<file path="config.mk">
export PLATFORM = sky130hd
export DESIGN_NAME = mips_lite_exec_unit
export DESIGN_NICKNAME = d
export VERILOG_FILES = /design/src/rtl/mips_lite_exec_unit_pkg.sv /design/src/rtl/mips_lite_exec_unit_alu_core.sv /design/src/rtl/mips_lite_exec_unit.sv
export SDC_FILE = /design/constraint.sdc
export NUM_CORES = 1
export LEC_CHECK = 0
export BUFFER_PORTS_ARGS = -buffer_cell sky130_fd_sc_hd__buf_2
export CAP_MARGIN = 20
export CORE_MARGIN = 5
export CORE_UTILIZATION = 35
export DETAILED_ROUTE_END_ITERATION = 10
export HOLD_SLACK_MARGIN = 0.15
export PLACE_DENSITY = 0.59
export SYNTH_ARGS = -nofsm -noshare
export SYNTH_HDL_FRONTEND = slang
export SYNTH_HIERARCHICAL = 1
export SYNTH_SLANG_ARGS = --single-unit
</file>
<file path="constraint.sdc">
create_clock -name clk -period 12.1 [get_ports clk]
set_clock_uncertainty 0.05 [all_clocks]
set_input_delay 0.605 -clock clk [delete_from_list [all_inputs] [get_ports clk]]
set_output_delay 0.605 -clock clk [all_outputs]
set_load 0.1 [all_outputs]
</file>
<file path="src/rtl/mips_lite_exec_unit_pkg.sv">
// Shared constants for the MIPS-lite execute stage: ALU op codes and funct codes.
package mips_lite_exec_unit_pkg;

   // ALU operation codes driven on gout
   localparam logic [2:0] ALU_AND = 3'b000;
   localparam logic [2:0] ALU_OR  = 3'b001;
   localparam logic [2:0] ALU_ADD = 3'b010;
   localparam logic [2:0] ALU_SUB = 3'b110;
   localparam logic [2:0] ALU_SLT = 3'b111;

   // R-type funct[3:0] codes recognised by the ALU-control decode
   localparam logic [3:0] FUNCT_ADD = 4'b0000;
   localparam logic [3:0] FUNCT_SUB = 4'b0010;
   localparam logic [3:0] FUNCT_AND = 4'b0100;
   localparam logic [3:0] FUNCT_OR  = 4'b0101;
   localparam logic [3:0] FUNCT_SLT = 4'b1010;

endpackage

</file>
<file path="src/rtl/mips_lite_exec_unit_alu_core.sv">
// Combinational ALU datapath with zero and signed-overflow flags.
module mips_lite_alu_core
   import mips_lite_exec_unit_pkg::*;
#(
   parameter int unsigned WIDTH = 32
) (
   input  logic [2:0]       op,
   input  logic [WIDTH-1:0] a,
   input  logic [WIDTH-1:0] b,
   output logic [WIDTH-1:0] result,
   output logic             zero,
   output logic             ovf
);

   logic [WIDTH-1:0] sum;
   logic [WIDTH-1:0] dif;
   logic             add_ovf;
   logic             sub_ovf;
   logic             lt;

   assign sum = a + b;
   assign dif = a - b;

   assign add_ovf = (a[WIDTH-1] == b[WIDTH-1]) && (sum[WIDTH-1] != a[WIDTH-1]);
   assign sub_ovf = (a[WIDTH-1] != b[WIDTH-1]) && (dif[WIDTH-1] != a[WIDTH-1]);

   // Sign of the true (WIDTH+1)-bit difference: operands of differing sign decide by a's
   // sign alone, so the result stays exact even when the WIDTH-bit subtraction overflows.
   assign lt = (a[WIDTH-1] != b[WIDTH-1]) ? a[WIDTH-1] : dif[WIDTH-1];

   // Result and overflow selection by operation code
   always_comb begin
      result = '0;
      ovf    = 1'b0;
      case (op)
         ALU_AND: result = a & b;
         ALU_OR:  result = a | b;
         ALU_ADD: begin
            result = sum;
            ovf    = add_ovf;
         end
         ALU_SUB: begin
            result = dif;
            ovf    = sub_ovf;
         end
         ALU_SLT: result = {{(WIDTH-1){1'b0}}, lt};
         default: result = '0;
      endcase
   end

   assign zero = (result == '0);

endmodule

</file>
<file path="src/rtl/mips_lite_exec_unit.sv">
// Execute-stage slice: ALU-control decode, ALU, PC adders and registered V/Z status flags.
module mips_lite_exec_unit
   import mips_lite_exec_unit_pkg::*;
#(
   parameter int unsigned WIDTH = 32
) (
   input  logic             clk,
   input  logic             rst_n,
   input  logic             aluop1,
   input  logic             aluop0,
   input  logic [3:0]       funct,
   input  logic [WIDTH-1:0] a,
   input  logic [WIDTH-1:0] b,
   input  logic [WIDTH-1:0] pc,
   input  logic [15:0]      imm16,
   output logic [2:0]       gout,
   output logic [WIDTH-1:0] result,
   output logic             zout,
   output logic             vout,
   output logic [WIDTH-1:0] pc_plus4,
   output logic [WIDTH-1:0] br_target,
   output logic             v_flag,
   output logic             z_flag
);

   logic [WIDTH-1:0] br_offset;

   // ALU-control decode; aluop0 has priority so aluop=11 also selects subtract
   always_comb begin
      gout = ALU_ADD;
      if (aluop0) begin
         gout = ALU_SUB;
      end else if (aluop1) begin
         case (funct)
            FUNCT_ADD: gout = ALU_ADD;
            FUNCT_SUB: gout = ALU_SUB;
            FUNCT_AND: gout = ALU_AND;
            FUNCT_OR:  gout = ALU_OR;
            FUNCT_SLT: gout = ALU_SLT;
            default:   gout = ALU_ADD;
         endcase
      end
   end

   mips_lite_alu_core #(
      .WIDTH (WIDTH)
   ) u_alu (
      .op     (gout),
      .a      (a),
      .b      (b),
      .result (result),
      .zero   (zout),
      .ovf    (vout)
   );

   // Word offset: sign-extended immediate shifted left by two
   assign br_offset = {{(WIDTH-18){imm16[15]}}, imm16, 2'b00};
   assign pc_plus4  = pc + WIDTH'(4);
   assign br_target = pc_plus4 + br_offset;

   // Status register: captures the flags of the current ALU operation every edge
   always_ff @(posedge clk or negedge rst_n) begin
      if (!rst_n) begin
         v_flag <= 1'b0;
         z_flag <= 1'b0;
      end else begin
         v_flag <= vout;
         z_flag <= zout;
      end
   end

endmodule

</file>
==> results of run 1 <==
==> worst max-delay path, cell delays in order <==
cell and delay, ps:
sky130_fd_sc_hd__buf_2 130, sky130_fd_sc_hd__inv_1 80, sky130_fd_sc_hd__ha_1 340, sky130_fd_sc_hd__o21ba_1 220
sky130_fd_sc_hd__or4_1 490, sky130_fd_sc_hd__a211oi_1 350, sky130_fd_sc_hd__nor4b_1 120, sky130_fd_sc_hd__nor2_1 290
sky130_fd_sc_hd__a211oi_1 170, sky130_fd_sc_hd__o21ai_0 170, sky130_fd_sc_hd__a21oi_1 120, sky130_fd_sc_hd__o21bai_1 150
sky130_fd_sc_hd__a21oi_1 100, sky130_fd_sc_hd__fa_1 360, sky130_fd_sc_hd__a31oi_1 130, sky130_fd_sc_hd__a21oi_1 100
sky130_fd_sc_hd__nor4_1 250, sky130_fd_sc_hd__or4b_1 460, sky130_fd_sc_hd__or4_1 480, sky130_fd_sc_hd__nor4_1 290
sky130_fd_sc_hd__and3_1 200, sky130_fd_sc_hd__and3b_1 210, sky130_fd_sc_hd__buf_2 450
==> flip-flops by register name, summed over array words and instances (netlist names) <==
register	count
v_flag	1
z_flag	1
==> cell type report <==
type	instances	share of cell area (%)
diodes	4	0.113
clock buffers	3	0.851
inverters	121	5.17
multi-input cells	945	76.6
flip-flops and latches	2	0.567
well taps	275	3.90
repair buffers	222	12.8
==> power by group <==
part	switching, mW	leakage (nW)	total (mW)	internal, mW
clock	0.00731	0.0370	0.0493	0.0420
combinational	0.678	4.24	0.868	0.190
sequential	0.0000955	0.0264	0.00731	0.00721
total	0.685	4.31	0.924	0.239
==> worst max path at each step <==
stage                       to     start  cells past startpoint  slack [ps]
global placement          zout      a[1]                     23        5440
CTS                       zout      a[1]                     23        5170
global route              zout      a[1]                     23        4800
floorplan           result[21]  funct[1]                     11        3880
finish                    zout      a[1]                     23        5160
detailed placement        zout      a[1]                     23        5200
==> cells in the final DEF, fill, tap and decap left out, drive strengths merged, types with 13 or more instances in the layout <==
| master | count |
|---|---|
| xnor2 | 58 |
| a31oi | 16 |
| a21o | 19 |
| o211ai | 15 |
| nor3 | 25 |
| buf | 221 |
| xor2 | 20 |
| ha | 137 |
| a211oi | 19 |
| nand4 | 17 |
| o21ai | 83 |
| nor2 | 82 |
| inv | 119 |
| mux2i | 20 |
| nor2b | 13 |
| nand2 | 95 |
| nand3 | 34 |
| a21oi | 110 |
| o22ai | 14 |
==> cells by family after synthesis <==
group,Yosys count,synth area share [%]
AO/OA/AOI/OAI,366,31.7
adder cells (fa/ha/maj),141,23.9
AND/OR/NAND/NOR,339,22.4
multiplexers,21,2.82
XOR/XNOR,78,9.20
buffers and inverters,173,9.29
flip-flops,2,0.667
==> layer usage <==
layer,vias up,share of wire (%),track usage [%]
met4,0,1.7,4.13
met3,32,6.2,1.94
met5,-,0,0
li1,4374,-,-
met2,327,46,35.1
met1,4137,46,30.1
==> per-stage QoR <==
stage | worst slack (ps) | total power [mW]
final | 5160 | 0.924
after CTS | 5170 | 0.920
after global placement | 5440 | 0.868
after detailed placement | 5200 | 0.867
after global routing | 4800 | 0.971
after floorplan | 3880 | 0.704
==> repair_timing <==
item	CTS	global route
hold buffers	1	0
endpoints found under the hold margin	2	0
setup buffers	0	0
==> reports/results.tsv, run 1 <==
metric	value	unit
outcome	completed	
Worst-Margin Slew	917	ps
IO Port Bufs	216	
Num CTS Buffers	3	
average vias per placed instance	5.64	
area of the placeable core	21100	µm²
Gates resized, CTS repair	0	
vias after detailed routing	8870	
setup repair after global routing missed its margin	no	
TritonCTS clock tree	built	
maximum number of pins on one net before global-route repair	39	
total number of nets in the final design	1556	
Synth Net Count	1381	
number of detailed-routing iterations run before antenna repair	5	
weighted congestion reported at the end of routability-driven placement	0.931	
wirelength, routed	27800	µm
post-route cell area	8830	µm²
Yosys top cell area share	22.8	%
Worst slew margin	38.9	%
area used by multi-input combinational logic	6760	µm²
Synth Area per Inst	6.70	µm²
Die Span Y	156	µm
time the final worst path needs with I/O delays and setup	6940	ps
area used by sequential logic in the layout	50.0	µm²
list of most frequent post-synthesis cells	sky130_fd_sc_hd__ha_1 (137), sky130_fd_sc_hd__inv_1 (118), sky130_fd_sc_hd__a21oi_1 (110), sky130_fd_sc_hd__nand2_1 (94), sky130_fd_sc_hd__nor2_1 (82)	
post-placement cell area	8730	µm²
Final setup violation count	0	
Mapped Area	7500	µm²
max-capacitance violation count	0	
cell types with the largest area share after synthesis	sky130_fd_sc_hd__ha_1 (23%), sky130_fd_sc_hd__a21oi_1 (7.3%), sky130_fd_sc_hd__xnor2_1 (6.8%)	
DRC errors left	0	
number of top-level pins	223	
total routing usage reported by global routing	21.2	%
Main synth FF type	sky130_fd_sc_hd__dfrtp_1	
number of cell rows	53	
standby leakage power	4.31	nW
Synth async-reset ratio	100	%
WS Path Type	input port to output pin	
flip-flop and latch count after synthesis	2	
post-CTS clock slew at the launch and capture registers of the worst setup and hold paths	30	ps
deepest level of the CTS H-tree	1	
post-synthesis instance total	1120	
hold crit path type	input port to async pin	
full die area	24500	µm²
share of the cycle needed by the critical path after routing	57.4	%
power density over cell area	105	nW/µm²
routed wirelength normalized by instance count	17.7	µm
remaining antenna violation count	0	
Cell Count, Final, Fillers Out	1572	
startpoint class of the critical path	input port	
number of antenna violations at the first check in global routing	4	
Final Hold Viols	0	
worst supply voltage drop on vdd	0.116	mV
layout cells sized above 1	19.2	%
global-route wire length before repair	43200	µm
most numerous cell in the Yosys netlist	sky130_fd_sc_hd__ha_1	
number of instances in the placed design	1564	
final core utilization	41.9	%
die extent in x	156	µm
Final Max Tran Viols	0	
CTS Sinks	2	
highest clock rate	144	MHz
Filler Cells Inserted	2282	
Starting Density	35.6	%
root cell of the clock tree	sky130_fd_sc_hd__clkbuf_16	
post-detailed-placement half-perimeter wirelength	23500	µm
buffer depth of the longest clock path	2	
area growth from synthesis to final layout	17.6	%
library cell occupying the most area in the post-synthesis netlist	sky130_fd_sc_hd__ha_1	
sum of negative setup slack	0	ps
Crit. End Element	output pin	
vias in the first global route	8202	
global route overflow	0	
maximum net fanout on the critical path	4	
count of flip-flops with a built-in enable after synthesis	0	
Distinct cells, synth	83	
data required time at the worst endpoint	11440	ps
share of synthesized area occupied by flip-flops and latches	0.667	%
Hold WS	653	ps
iteration-0 DRC count of the detailed router	655	
WP data arrival	6290	ps
number of synthesis warnings	6	
Power figures use the tool's default switching activity.
==> inputs of run 2 (changes only) <==
- clock period: 12.1 -> 6.6 ns (I/O delays scaled with it)
==> run 2 against run 1 <==
Combinational power is 83% higher. Non-clock buffer count up 1. Worst setup slack got worse by 4700 ps. Sequential cell count unchanged. Count of clock-buffer cells in the layout did not move. Clock power rose by 84%. Routed wire length rose by 0.29%. Via count about the same. Global-route usage barely moved. Final cell count decreased by 0.13%. Hold slack got worse by 280 ps. Critical endpoint unchanged.
==> reports/results.tsv, run 2 (synthesis gave the netlist of run 1 again) <==
metric	value	unit	change
outcome	completed		
startpoint class of the critical path	input port		
cell repeated most along the worst path	sky130_fd_sc_hd__a21oi_1		
standby leakage power	4.32	nW	+0.28%
maximum number of pins on one net before global-route repair	27		-31%
die extent in x	156	µm	unchanged
Starting Density	35.6	%	unchanged
average vias per placed instance	5.65		+0.15%
area growth from synthesis to final layout	18.0	%	
global route overflow	0		unchanged
buffer depth of the longest clock path	2		unchanged
sum of negative setup slack	0	ps	unchanged
WS Path Type	input port to output pin		
full die area	24500	µm²	unchanged
Num CTS Buffers	3		unchanged
total number of nets in the final design	1557		+0.064%
number of antenna violations at the first check in global routing	1		-3
Worst-Margin Slew	937	ps	+19.7 ps
power density over cell area	192	nW/µm²	+83%
deepest level of the CTS H-tree	1		unchanged
worst supply voltage drop on vdd	0.233	mV	+100%
Die Span Y	156	µm	unchanged
vias in the first global route	8262		+0.73%
Filler Cells Inserted	2304		+0.96%
Crit. End Element	output pin		
Final Max Tran Viols	0		unchanged
final core utilization	42.0	%	+0.12 points
routed wirelength normalized by instance count	17.8	µm	+0.42%
vias after detailed routing	8872		+0.023%
cells along the critical path	buf_2, inv_1, ha_1, o21ba_1, or4_1, a211oi_2, nor4b_1, nor2_1, a211oi_1, o21ai_0, a21oi_1, o21bai_1, a21oi_1, fa_1, a31oi_1, a21oi_1, nor4_1, or4b_1, or4_1, nor4_1, and3_1, and3b_1, buf_12		
max-capacitance violation count	0		unchanged
time the final worst path needs with I/O delays and setup	6100	ps	
IO Port Bufs	216		unchanged
TritonCTS clock tree	built		
post-detailed-placement half-perimeter wirelength	23600	µm	+0.56%
wirelength, routed	27900	µm	+0.29%
setup repair after global routing missed its margin	no		
largest registers ranked by flip-flop count	v_flag (1), z_flag (1)		
cell with the biggest individual delay on the critical path	sky130_fd_sc_hd__or4_1		
WP data arrival	5720	ps	-570 ps
data required time at the worst endpoint	6220	ps	-5220 ps
remaining antenna violation count	0		unchanged
hold crit path type	input port to async pin		
Final setup violation count	0		unchanged
highest cell delay on the worst timing path	510	ps	+20 ps
Worst slew margin	37.6	%	-1.3 points
most used cells in the layout excluding fill and tap cells	sky130_fd_sc_hd__buf_2 (215), sky130_fd_sc_hd__ha_1 (137), sky130_fd_sc_hd__inv_1 (118)		
iteration-0 DRC count of the detailed router	699		+6.7%
number of top-level pins	223		unchanged
area of the placeable core	21100	µm²	unchanged
Final Hold Viols	0		unchanged
highest clock rate	164	MHz	
total routing usage reported by global routing	21.2	%	-0.026 points
global-route wire length before repair	43100	µm	-0.21%
maximum net fanout on the critical path	4		unchanged
layout cells sized above 1	19.3	%	+0.14 points
CTS Sinks	2		unchanged
number of detailed-routing iterations run before antenna repair	6		+1
DRC errors left	0		unchanged
share of the cycle needed by the critical path after routing	92.4	%	
post-CTS clock slew at the launch and capture registers of the worst setup and hold paths	30	ps	about the same
leading cell type in the layout, fill and taps excluded	sky130_fd_sc_hd__buf_2		
root cell of the clock tree	sky130_fd_sc_hd__clkbuf_16		
number of cell rows	53		unchanged
weighted congestion reported at the end of routability-driven placement	0.934		+0.27%
post-layout power	1.70	mW	+84%
-- run 2: worst max-delay path, delay by kind of cell --
kind	cells	cell delay, ps
compound gates	9	1460
fa+ha+maj	2	680
buf+inv	3	420
simple gates	9	2840
-- run 2: area by class of cell --
| cell class | instances | area [µm²] | share of cell area (%) |
|---|---|---|---|
| well taps | 275 | 344 | 3.89 |
| repair buffers | 223 | 1150 | 13.0 |
| diodes | 1 | 2.50 | 0.0283 |
| flip-flops and latches | 2 | 50.0 | 0.565 |
| inverters | 121 | 457 | 5.16 |
| multi-input cells | 945 | 6770 | 76.5 |
| clock buffers | 3 | 75.1 | 0.848 |
-- run 2: stage by stage --
| step | area, µm² | std cells | setup slack, ps | hold WS, ps |
|---|---|---|---|---|
| final | 8850 | 1570 | 500 | 377 |
| after global routing | 8850 | 1570 | 25.2 | 388 |
| after global placement | 8760 | 1565 | 675 | 66.0 |
| after floorplan | 7510 | 1120 | 43.0 | -15.6 |
| after CTS | 8840 | 1569 | 458 | 378 |
| after detailed placement | 8760 | 1565 | 501 | 66.5 |
-- run 2: routing by layer --
| layer | global-route usage (%) | up-vias | routed length, µm |
|---|---|---|---|
| li1 | - | 4375 | - |
| met1 | 29.5 | 4117 | 12500 |
| met2 | 35.3 | 338 | 12800 |
| met3 | 2.46 | 42 | 1990 |
| met4 | 4.38 | 0 | 631 |
| met5 | 0 | - | 0 |
-- run 2: what timing repair did --
| action | 4_1_cts | 5_1_grt |
|---|---|---|
| hold buffers | 1 | 0 |
| endpoints found under the setup margin | 0 | 1 |
| buffers inserted | 0 | 0 |
| resized for setup | 0 | 1 |
| endpoints found under the hold margin | 2 | 0 |
-- run 2: power breakdown --
part           total [mW]  switching (mW)  internal, mW
Clock              0.0908          0.0137        0.0771
Combinational        1.59            1.25         0.349
Sequential         0.0133        0.000132        0.0132
-- run 2: worst paths after layout --
kind	depth (start not counted)	slack (ps)	to	from
worst max-delay path	23	500	zout	a[1]
worst min-delay path	2	380	v_flag	rst_n
max in group asynchronous	2	6030	z_flag	rst_n
min in group clk	3	490	v_flag	a[31]
==> inputs of run 3 (changes only) <==
- clock period: 6.6 -> 6.7 ns (I/O delays scaled with it)
==> run 3 against run 2 <==
Hold slack improved by 6.9 ps. Sequential cell count unchanged. Core utilization hardly changed. Critical path depth is the same. Clock power down 2.4%. Count of clock-buffer cells in the layout stayed put. Sequential share of layout area hardly changed. Routed wire length rose by 0.83%. Cell area fell by 0.11%. Combinational power barely moved. Non-clock buffer count is 1 lower.
==> reports/results.tsv, run 3 (synthesis gave the netlist of run 1 again) <==
metric	value	unit	change
post-route cell area	8840	µm²	-0.11%
total number of nets in the final design	1556		-0.064%
post-CTS repair timing setup buffer count	0		unchanged
routed wirelength normalized by instance count	17.9	µm	+0.83%
wirelength, routed	28100	µm	+0.83%
leading cell type in the layout, fill and taps excluded	sky130_fd_sc_hd__buf_2		
worst supply voltage drop on vdd	0.228	mV	-2.2%
total routing usage reported by global routing	21.4	%	+0.19 points
outcome	completed		
number of antenna violations at the first check in global routing	2		+1
largest registers ranked by flip-flop count	v_flag (1), z_flag (1)		
Final setup violation count	0		unchanged
global route overflow	0		unchanged
post-CTS clock slew at the launch and capture registers of the worst setup and hold paths	30	ps	about the same
setup repair after global routing missed its margin	no		
Die Span Y	156	µm	unchanged
IO Port Bufs	216		unchanged
startpoint class of the critical path	input port		
die extent in x	156	µm	unchanged
Num CTS Buffers	3		unchanged
most used cells in the layout excluding fill and tap cells	sky130_fd_sc_hd__buf_2 (215), sky130_fd_sc_hd__ha_1 (137), sky130_fd_sc_hd__inv_1 (118)		
full die area	24500	µm²	unchanged
Starting Density	35.6	%	unchanged
post-placement cell area	8750	µm²	about the same
vias in the first global route	8338		+0.92%
number of cell rows	53		unchanged
standby leakage power	4.31	nW	-0.12%
sum of negative setup slack	0	ps	unchanged
Worst-Margin Slew	1020	ps	+84.9 ps
layout cells sized above 1	19.2	%	-0.14 points
share of the cycle needed by the critical path after routing	92.5	%	
maximum number of pins on one net before global-route repair	29		+7.4%
hold crit path type	input port to async pin		
time the final worst path needs with I/O delays and setup	6200	ps	
number of top-level pins	223		unchanged
weighted congestion reported at the end of routability-driven placement	0.934		about the same
area of the placeable core	21100	µm²	unchanged
DRC errors left	0		unchanged
CTS Sinks	2		unchanged
number of hold buffers added after cts	1		unchanged
iteration-0 DRC count of the detailed router	614		-12%
number of detailed-routing iterations run before antenna repair	5		-1
root cell of the clock tree	sky130_fd_sc_hd__clkbuf_16		
buffer depth of the longest clock path	2		unchanged
WP data arrival	5810	ps	+90 ps
Final Max Tran Viols	0		unchanged
Crit. End Element	output pin		
Final Hold Viols	0		unchanged
Gates resized, CTS repair	0		unchanged
post-detailed-placement half-perimeter wirelength	23800	µm	+0.91%
average vias per placed instance	5.66		about the same
highest clock rate	161	MHz	
Worst slew margin	31.9	%	-5.7 points
vias after detailed routing	8879		+0.079%
power density over cell area	189	nW/µm²	-1.4%
area growth from synthesis to final layout	17.8	%	
deepest level of the CTS H-tree	1		unchanged
WS Path Type	input port to output pin		
maximum net fanout on the critical path	4		unchanged
remaining antenna violation count	0		unchanged
max-capacitance violation count	0		unchanged
TritonCTS clock tree	built		
global-route wire length before repair	43500	µm	+1.0%
data required time at the worst endpoint	6310	ps	+90 ps
## run 3: worst max-delay path, stage by stage
cell	delay (ps)
sky130_fd_sc_hd__buf_2	130
sky130_fd_sc_hd__inv_1	80
sky130_fd_sc_hd__ha_1	330
sky130_fd_sc_hd__o21ba_1	220
sky130_fd_sc_hd__or4_1	500
sky130_fd_sc_hd__a211oi_1	350
sky130_fd_sc_hd__nor4b_1	120
sky130_fd_sc_hd__nor2_1	280
sky130_fd_sc_hd__a211oi_1	180
sky130_fd_sc_hd__o21ai_0	190
sky130_fd_sc_hd__a21oi_1	120
sky130_fd_sc_hd__o21bai_1	150
sky130_fd_sc_hd__a21oi_1	100
sky130_fd_sc_hd__fa_1	360
sky130_fd_sc_hd__a31oi_1	140
sky130_fd_sc_hd__a21oi_1	110
sky130_fd_sc_hd__nor4_1	240
sky130_fd_sc_hd__or4b_1	470
sky130_fd_sc_hd__or4_1	470
sky130_fd_sc_hd__nor4_1	260
sky130_fd_sc_hd__and3_1	220
sky130_fd_sc_hd__and3b_1	260
sky130_fd_sc_hd__buf_12	200
## run 3: final cells by class
cell class	instances	area, µm²
diodes	2	5.00
clock buffers	3	75.1
fillers	2345	12200
inverters	121	457
multi-input cells	945	6770
flip-flops and latches	2	50.0
well taps	275	344
repair buffers	222	1140
## run 3: worst max path at each step
stage	start	endpoint	slack (ps)	cells after the start
2_1_floorplan	funct[1]	result[21]	130	11
3_3_place_gp	a[1]	zout	770	23
3_5_place_dp	a[1]	zout	590	23
4_1_cts	a[1]	zout	580	23
5_1_grt	a[1]	zout	200	23
6_report	a[1]	zout	500	23
## run 3: stage by stage
step	instances	setup slack, ps	utilization [%]	hold WS (ps)	power, mW
2_1_floorplan	1120	133	-	-10.6	1.27
3_3_place_gp	1564	765	41.5	71.2	1.57
3_5_place_dp	1564	587	41.5	70.9	1.57
4_1_cts	1568	584	41.9	384	1.67
5_1_grt	1570	201	41.9	395	1.76
6_report	1570	505	41.9	384	1.67
## run 3: where the power goes
group / leakage, nW / internal (mW) / switching, mW
Sequential: 0.0264 / 0.0130 / 0.000129
Combinational: 4.25 / 0.343 / 1.23
Clock: 0.0370 / 0.0759 / 0.0128
Total: 4.31 / 0.432 / 1.24
## run 3: per-layer routing
metal	vias to the layer above	GRT usage, %	wire [µm]
met5	-	0	0
met4	0	4.26	539
met3	38	1.96	1940
met2	338	35.8	12900
met1	4126	30.0	12700
li1	4377	-	-
